<file path="config.mk">
export PLATFORM = sky130hd
export DESIGN_NAME = asrm_mem_ctrl
export DESIGN_NICKNAME = d
export VERILOG_FILES = /design/src/rtl/asrm_mem_ctrl_pkg.sv /design/src/rtl/asrm_io_regs.sv /design/src/rtl/asrm_mem_ctrl.sv
export SDC_FILE = /design/constraint.sdc
export NUM_CORES = 1
export LEC_CHECK = 0
export CORE_MARGIN = 3
export CORE_UTILIZATION = 43
export DETAILED_ROUTE_END_ITERATION = 10
export PLACE_DENSITY = 0.91
export REMOVE_ABC_BUFFERS = 1
export SLEW_MARGIN = 20
export SYNTH_ARGS = -nofsm -noshare
export SYNTH_HDL_FRONTEND = slang
export SYNTH_SLANG_ARGS = --single-unit
</file>
<file path="constraint.sdc">
create_clock -name clk -period 2.4 [get_ports clk]
set_input_delay 0.36 -clock clk [delete_from_list [all_inputs] [get_ports clk]]
set_output_delay 0.36 -clock clk [all_outputs]
set_load 0.05 [all_outputs]
</file>
<file path="src/rtl/asrm_mem_ctrl_pkg.sv">
// rtl/asrm_mem_ctrl_pkg.sv - shared FSM encodings and I/O window constants for asrm_mem_ctrl
// Purpose: definitions imported by asrm_mem_ctrl and asrm_io_regs.
//   state_t      : controller FSM states (IDLE, RAM_RD, RESP)
//   io_window    : number of words decoded as I/O at the top of the address space
//   io_gpio_out  : offset of the GPIO output register (read/write)
//   io_gpio_in   : offset of the synchronised GPIO input (read-only)
//   io_cycles    : offset of the cycle counter (read-only, optional)
package asrm_mem_ctrl_pkg;

    typedef enum logic [1:0] {
        ST_IDLE   = 2'd0,
        ST_RAM_RD = 2'd1,
        ST_RESP   = 2'd2
    } state_t;

    localparam int         io_window   = 16;
    localparam logic [3:0] io_gpio_out = 4'd0;
    localparam logic [3:0] io_gpio_in  = 4'd1;
    localparam logic [3:0] io_cycles   = 4'd2;

endpackage

</file>
<file path="src/rtl/asrm_io_regs.sv">
// rtl/asrm_io_regs.sv - memory-mapped I/O register block for asrm_mem_ctrl
// Purpose: GPIO output register, two-flop gpio_in synchroniser, optional
// free-running cycle counter (macro ASRM_CYCLE_COUNTER_EN) and offset read mux.
// Ports:
//   clk, reset    : clock, synchronous active-low reset
//   wr_en         : write strobe for the addressed offset
//   offset        : I/O window offset (cpu_addr[3:0])
//   wdata         : write data
//   gpio_in       : asynchronous input port
//   gpio_out      : output port register
//   rdata         : combinational read value of the addressed offset
module asrm_io_regs
    import asrm_mem_ctrl_pkg::*;
#(
    parameter int wordsize = 16
) (
    input  logic                clk,
    input  logic                reset,
    input  logic                wr_en,
    input  logic [3:0]          offset,
    input  logic [wordsize-1:0] wdata,
    input  logic [wordsize-1:0] gpio_in,
    output logic [wordsize-1:0] gpio_out,
    output logic [wordsize-1:0] rdata
);

    logic [wordsize-1:0] gpio_meta;
    logic [wordsize-1:0] gpio_sync;
    logic [wordsize-1:0] cycle_val;

    always_ff @(posedge clk) begin
        if (!reset) begin
            gpio_out  <= '0;
            gpio_meta <= '0;
            gpio_sync <= '0;
        end else begin
            gpio_meta <= gpio_in;
            gpio_sync <= gpio_meta;
            if (wr_en && offset == io_gpio_out) begin
                gpio_out <= wdata;
            end
        end
    end

`ifdef ASRM_CYCLE_COUNTER_EN
    logic [wordsize-1:0] cycles;

    // Counts every clock out of reset and wraps naturally.
    always_ff @(posedge clk) begin
        if (!reset) begin
            cycles <= '0;
        end else begin
            cycles <= cycles + 1'b1;
        end
    end

    assign cycle_val = cycles;
`else
    assign cycle_val = '0;
`endif

    always_comb begin
        rdata = '0;
        case (offset)
            io_gpio_out: rdata = gpio_out;
            io_gpio_in:  rdata = gpio_sync;
            io_cycles:   rdata = cycle_val;
            default:     rdata = '0;
        endcase
    end

endmodule

</file>
<file path="src/rtl/asrm_mem_ctrl.sv">
// rtl/asrm_mem_ctrl.sv - CPU bus to single-port synchronous RAM controller with I/O window
// Purpose: accepts one CPU transaction at a time, decodes the top 16 words to
// asrm_io_regs, drives the RAM strobes and waits out the RAM read latency.
// Optional feature macro: ASRM_CYCLE_COUNTER_EN (cycle counter at I/O offset 2).
// Ports:
//   clk, reset                       : clock, synchronous active-low reset
//   cpu_req/addr/wdata/we            : CPU request, held until cpu_ready
//   cpu_rdata, cpu_ready             : read data, one-cycle completion pulse
//   ram_en/we/addr/wdata, ram_rdata  : RAM interface
//   gpio_in, gpio_out                : GPIO ports
module asrm_mem_ctrl
    import asrm_mem_ctrl_pkg::*;
#(
    parameter int wordsize    = 16,
    parameter int ram_latency = 1
) (
    input  logic                clk,
    input  logic                reset,
    input  logic                cpu_req,
    input  logic [wordsize-1:0] cpu_addr,
    input  logic [wordsize-1:0] cpu_wdata,
    input  logic                cpu_we,
    output logic [wordsize-1:0] cpu_rdata,
    output logic                cpu_ready,
    output logic                ram_en,
    output logic                ram_we,
    output logic [wordsize-1:0] ram_addr,
    output logic [wordsize-1:0] ram_wdata,
    input  logic [wordsize-1:0] ram_rdata,
    input  logic [wordsize-1:0] gpio_in,
    output logic [wordsize-1:0] gpio_out
);

    localparam logic [3:0] lat_load = 4'(ram_latency - 1);

    state_t              state_q;
    state_t              state_d;
    logic [3:0]          lat_cnt;
    logic                io_sel;
    logic                accept;
    logic                io_wr;
    logic [wordsize-1:0] io_rdata;

    // Address >= 2^wordsize - 16 is exactly "all bits above the offset set".
    assign io_sel = &cpu_addr[wordsize-1:4];

    // While cpu_ready is high the FSM is already back in IDLE but the CPU is
    // still holding the finished request; it must not be taken a second time.
    assign accept = reset && (state_q == ST_IDLE) && cpu_req && !cpu_ready;
    assign io_wr  = accept && io_sel && cpu_we;

    asrm_io_regs #(
        .wordsize (wordsize)
    ) u_io_regs (
        .clk      (clk),
        .reset    (reset),
        .wr_en    (io_wr),
        .offset   (cpu_addr[3:0]),
        .wdata    (cpu_wdata),
        .gpio_in  (gpio_in),
        .gpio_out (gpio_out),
        .rdata    (io_rdata)
    );

    // RAM strobes are issued in the accepting cycle so the RAM samples the
    // request on the same edge the FSM leaves IDLE.
    always_comb begin
        state_d   = state_q;
        ram_en    = 1'b0;
        ram_we    = 1'b0;
        ram_addr  = '0;
        ram_wdata = '0;
        case (state_q)
            ST_IDLE: begin
                if (accept) begin
                    if (!io_sel) begin
                        ram_en    = 1'b1;
                        ram_we    = cpu_we;
                        ram_addr  = cpu_addr;
                        ram_wdata = cpu_we ? cpu_wdata : '0;
                    end
                    state_d = (io_sel || cpu_we) ? ST_RESP : ST_RAM_RD;
                end
            end
            ST_RAM_RD: begin
                if (lat_cnt == 4'd0) begin
                    state_d = ST_RESP;
                end
            end
            ST_RESP: begin
                state_d = ST_IDLE;
            end
            default: begin
                state_d = ST_IDLE;
            end
        endcase
    end

    always_ff @(posedge clk) begin
        if (!reset) begin
            state_q   <= ST_IDLE;
            lat_cnt   <= 4'd0;
            cpu_rdata <= '0;
            cpu_ready <= 1'b0;
        end else begin
            state_q   <= state_d;
            cpu_ready <= (state_q == ST_RESP);
            if (accept && !io_sel && !cpu_we) begin
                lat_cnt <= lat_load;
            end else if (state_q == ST_RAM_RD && lat_cnt != 4'd0) begin
                lat_cnt <= lat_cnt - 4'd1;
            end
            if (state_q == ST_RAM_RD && lat_cnt == 4'd0) begin
                cpu_rdata <= ram_rdata;
            end else if (accept && io_sel && !cpu_we) begin
                cpu_rdata <= io_rdata;
            end
        end
    end

endmodule

</file>
; Yosys cells after proc, flatten, opt, wreduce, memory -nomap -nowiden
; Cells that the tools add are included.
[word_totals]
word_cells = 57
inputBits = 68
out_inout_bits = 67
regBits = 71
[op_classes]
eq_ne = 5
add_sub_neg = 1
bitwise = 1
n_mux = 20
n_reduce_logical = 23
[op_table]
columns = op, count
row1 = 2-to-1 mux 16 bit, 9
row2 = one-hot mux 16 bit (2 select lines), 1
row3 = AND reduction 12 bit, 1
row4 = logical AND 1 bit, 11
row5 = zero test 4 bit, 2
row6 = 2-to-1 mux 1 bit, 6
row7 = 2-to-1 mux 2 bit, 3
row8 = == test 4 x 1 -> 1 bit (second input constant), 1
row9 = != test 2 bit (second input constant), 2
row10 = one-hot mux 2 bit (2 select lines), 1
row11 = nonzero test 4 bit, 1
row12 = subtractor 4 x 1 -> 4 bit (second input constant), 1
row13 = zero test 1 bit, 3
row14 = == test 2 x 1 -> 1 bit (second input constant), 1
row15 = == test 2 bit (second input constant), 1
row16 = zero test 2 bit, 1
row17 = AND reduction 2 bit, 1
row18 = nonzero test 2 bit, 1
row19 = OR reduction 2 bit, 1
row20 = logical OR 1 bit, 1
row21 = NOT 1 bit, 1

; Logic depth before layout (Yosys ltp)
[depth]
depth_word = 8
ltp_mapped = 7
depth_no_buf = 6

; Modules after synthesis
; From an unflattened synthesis, not the netlist that was laid out.
[hier_totals]
hier_cells = 329
area_unflattened_um2 = 3128.0
[modules_own_cells]
columns = mod, n_inst, area_each_um2, cells_per_inst
row1 = asrm_io_regs, 1, 1676.6, 157
row2 = asrm_mem_ctrl, 1, 1451.4, 172

; Worst setup path after synthesis
; No wires, ideal clock.
[synth_timing]
path_kind = flip-flop to output port
start = register cpu_ready
end = output ram_wdata[10]
arrival_time_ns = 2.185
setup_slack_ns = -0.145
required_time_ns = 2.040
n_path_buf = 1
stages_incl_launch_ff = 6
cell_sequence = dfxtp_1 > nand2b_1 > or3_1 > nor3_2 > buf_2 > and2_1
[synth_via]
elab_chain_len = 4
[synth_rtl]
columns = element, line_no
row1 = "start, declared", asrm_mem_ctrl.sv:24  ; output logic cpu_ready,
row2 = "start signal, assigned", asrm_mem_ctrl.sv:107  ; cpu_ready <= (state_q == ST_RESP);
row3 = zero test 1 bit, asrm_mem_ctrl.sv:49  ; assign accept = reset && (state_q == ST_IDLE) && cpu_req && !cpu_ready;
row4 = logical AND 1 bit, asrm_mem_ctrl.sv:49
row5 = 2-to-1 mux 16 bit, asrm_mem_ctrl.sv:75  ; if (accept) begin
row6 = 2-to-1 mux 16 bit, asrm_mem_ctrl.sv:73  ; case (state_q)
row7 = "end, declared", asrm_mem_ctrl.sv:28  ; output logic [wordsize-1:0] ram_wdata,
; Every way passes these cells.

; Worst setup path after layout
[layout_timing]
start = register state_q[0]
end = output ram_addr[6]
[layout_via]
elab_chain_len = 6
[layout_rtl]
columns = element, line_no
row1 = "start, declared", asrm_mem_ctrl.sv:36  ; state_t state_q;
row2 = "start signal, assigned", asrm_mem_ctrl.sv:106  ; state_q <= state_d;
row3 = zero test 2 bit (*), "asrm_mem_ctrl.sv:49, asrm_mem_ctrl.sv:73"
row4 = logical AND 1 bit (3 in a row), asrm_mem_ctrl.sv:49
row5 = 2-to-1 mux 16 bit, asrm_mem_ctrl.sv:75
row6 = 2-to-1 mux 16 bit (*), asrm_mem_ctrl.sv:73
row7 = "end, declared", asrm_mem_ctrl.sv:27  ; output logic [wordsize-1:0] ram_addr,
; Mark *: on every way between the ends. The rest lies on a longest branch, timed or not.

==> flow_metrics.py <==
metrics = {
    "worst_setup_path": {
        "path_max_fanout": 17,
        "crit_path_start": "state_q[0]",
        "critical_path_class": "flop to output pin",
        "r2r_start": "state_q[0]",
        "slowest_stage": "or3_4",
        "cp.depth": 7,
        "startpoint_type": "flop",
        "cp_cell_sequence": "nand2b_4 > or3_4 > buf_4 > nor2_1 > buf_6 > and2_1 > buf_12",
        "critPathMaxStageDelay_ns": 0.38,
        "crit_arrival_ns": 1.99,
        "end_kind": "output pin",
        "critical_path_buf_inv_count": 3,
        "rrSetupSlack_ns": 0.55,
        "critical-path-top-delay-family": "simple AND/OR/NAND/NOR gates",
        "endpoint": "ram_addr[6]",
        "rr_worst_depth": 6,
        "r2r_end": "lat_cnt[3]",
        "critPathRequiredTime_ns": 2.04,
    },
    "placement": {
        "place_area_mm2": 0.00501,
        "place_congestion": 0.752,
        "io_buffers": 134,
        "dp_hpwl_mm": 6.42,
    },
    "synth": {
        "syn_avg_cell_area_um2": 9.22,
        "synthArstFlopShare": 0,
        "ys_seq_area_frac": 0.445,
        "syn-cell-area_mm2": 0.00319,
        "synth_area_leader_cell": "dfxtp_1",
        "synth.top_cell.area_share": 0.445,
        "yosys_warnings": 0,
        "ys_seq_elements": 71,
        "ys.flop_type": "dfxtp_1",
        "synth_cells": 346,
        "yosysUniqueCellTypes": 33,
        "ys_top_cells_by_area": "dfxtp_1 45%, mux2i_1 15%, and2_1 13%",
        "synth_edf_count": 0,
    },
    "layout": {
        "syn_to_final_growth_pct": 69.5,
        "filler_cell_count": 490,
        "fin_nets": 557,
        "layout-drive-gt1-share": 0.209,
        "fin_area_mm2": 0.00541,
        "antenna_cells": 0,
    },
    "timing": {
        "hold_slack_ns": 0.434,
        "finalCritPeriodShare": 0.979,
        "slew_headroom": 0.456,
        "min_period_ns": 2.35,
        "finalHoldViolCount": 0,
        "fin_worst_skew_ns": 0.00751,
        "fmax_ghz": 0.425,
        "setup_viol": 0,
        "drv_slew": 0,
        "tightest_slew_ns": 0.816,
    },
    "route": {
        "drt-pass1-iter-count": 4,
        "routed_wl_mm": 9.38,
        "drtAntennaViolNets": 0,
        "via_per_inst": 5.02,
        "route.detailed.drc": 0,
        "drt_iter0_drc": 104,
        "vias": 2959,
        "wl_per_cell_um": 15.9,
    },
    "power": {
        "leakage_nw": 2.39,
        "power.density_mw_per_mm2": 490,
        "totalPowerFinal_mw": 2.65,
        "ir_drop_uv": 400,
    },
    "clocking": {
        "cts_max_level": 3,
        "clock_sinks": 71,
        "cts_buffer_depth": 2,
        "root_buffer": "clkbuf_8",
        "insertion_delay_ns": 0.33,
        "cts_tree": "built",
        "clk_transition_reported_paths_ns": 0.07,
        "numCtsBuffers": 9,
    },
    "global_route": {
        "grt_max_degree": 101,
        "gr-total-overflow": 0,
        "antenna_found_initial": 0,
        "grt_pass1_vias": 3060,
        "grt_first_pass_wirelength_mm": 14.5,
        "grt_use_total": 0.220,
    },
    "worst_hold_path": {
        "hold_class": "flop to flop",
    },
    "die": {
        "ios": 135,
        "core-area_mm2": 0.00698,
        "die_area_mm2": 0.00849,
        "fp.dieW_um": 92.2,
        "fp-row-count": 30,
        "fp.dieH_um": 92.2,
        "start_util": 0.457,
    },
    "run": {
        "max_cap_violations": 0,
    },
    "run_status": {
        "outcome": "completed",
    },
}
==> sequential cells by signal (all words and copies together), names as in the netlist <==
signal	flops
u_io_regs.gpio_out	16
state_q	2
cpu_rdata	16
lat_cnt	4
u_io_regs.gpio_meta	16
u_io_regs.gpio_sync	16
cpu_ready	1
==> cells in the mapped netlist, types with 3 or more instances <==
cell,instances
nor3_1,3
inv_1,5
nand4_1,3
a211oi_1,17
nor2_1,5
o21ai_0,16
nand2_1,48
dfxtp_1,71
clkbuf_1,18
mux2i_1,48
and3_1,17
and2_1,64
buf_2,5
==> placed cells by master (no fill, tap or decap), drive strengths merged, types with 13 or more instances in the layout <==
cell           netlist  layout
and3                17      17
and2                64      64
mux2i               48      48
clkbuf              18      13
a211oi              17      17
dfxtp               71      71
nand2               48      48
clkdlybuf4s50        0      93
buf                  8      58
o21ai               16      16
==> cell type report <==
class | instances | area [um^2] | area share
Clock inverter | 3 | 40.0 | 0.00740
Sequential cell | 71 | 1420 | 0.263
Inverter | 5 | 18.8 | 0.00347
Timing Repair Buffer | 157 | 1920 | 0.355
Multi-Input combinational cell | 244 | 1720 | 0.317
Tap cell | 96 | 120 | 0.0222
Clock buffer | 13 | 169 | 0.0312
==> power breakdown <==
| group | switching [mW] | internal [mW] |
|---|---|---|
| logic | 0.211 | 0.253 |
| clock network | 0.408 | 0.562 |
| registers | 0.00837 | 1.21 |
| total | 0.627 | 2.02 |
==> per-stage QoR <==
step	TNS, ns	utilization	cells	setup slack [ns]
6_report	0	0.775	589	0.0494
3_3_place_gp	0	0.718	565	0.0256
4_1_cts	0	0.774	588	0.00728
3_5_place_dp	-0.329	0.718	565	-0.0432
5_1_grt	-0.00825	0.775	589	-0.00445
2_1_floorplan	-17.90	-	320	-0.580
==> kinds of logic after synthesis <==
family / after synthesis / share of synthesized area
buf+inv: 31 / 0.0408
mux: 48 / 0.151
xor+xnor: 3 / 0.00823
flops: 71 / 0.445
simple gates: 154 / 0.271
fa+ha+maj: 1 / 0.00392
compound gates: 38 / 0.0800
==> what timing repair did <==
action	4_1_cts	5_1_grt
setup buffers	6	2
hold buffers	0	0
gates cloned	2	0
gates resized for setup	25	6
endpoints found under the setup margin	16	20
pin swaps	9	4
==> worst min path at each step <==
stage                            from  slack, ns                endpoint  cells past startpoint
6_report       u_io_regs.gpio_meta[5]       0.43  u_io_regs.gpio_sync[5]                      1
5_1_grt        u_io_regs.gpio_meta[7]       0.44  u_io_regs.gpio_sync[7]                      1
4_1_cts        u_io_regs.gpio_meta[9]       0.44  u_io_regs.gpio_sync[9]                      1
3_5_place_dp   u_io_regs.gpio_meta[9]       0.42  u_io_regs.gpio_sync[9]                      1
3_3_place_gp   u_io_regs.gpio_meta[4]       0.41  u_io_regs.gpio_sync[4]                      1
2_1_floorplan  u_io_regs.gpio_meta[0]       0.41  u_io_regs.gpio_sync[0]                      1
==> metal layers <==
layer / GRT usage / up-vias / routed length [um]
li1: - / 1450 / -
met1: 0.222 / 1383 / 3470
met2: 0.415 / 110 / 5020
met3: 0.0632 / 16 / 722
met4: 0.101 / 0 / 176
met5: 0 / - / 0
Power figures use the tool's default switching activity.
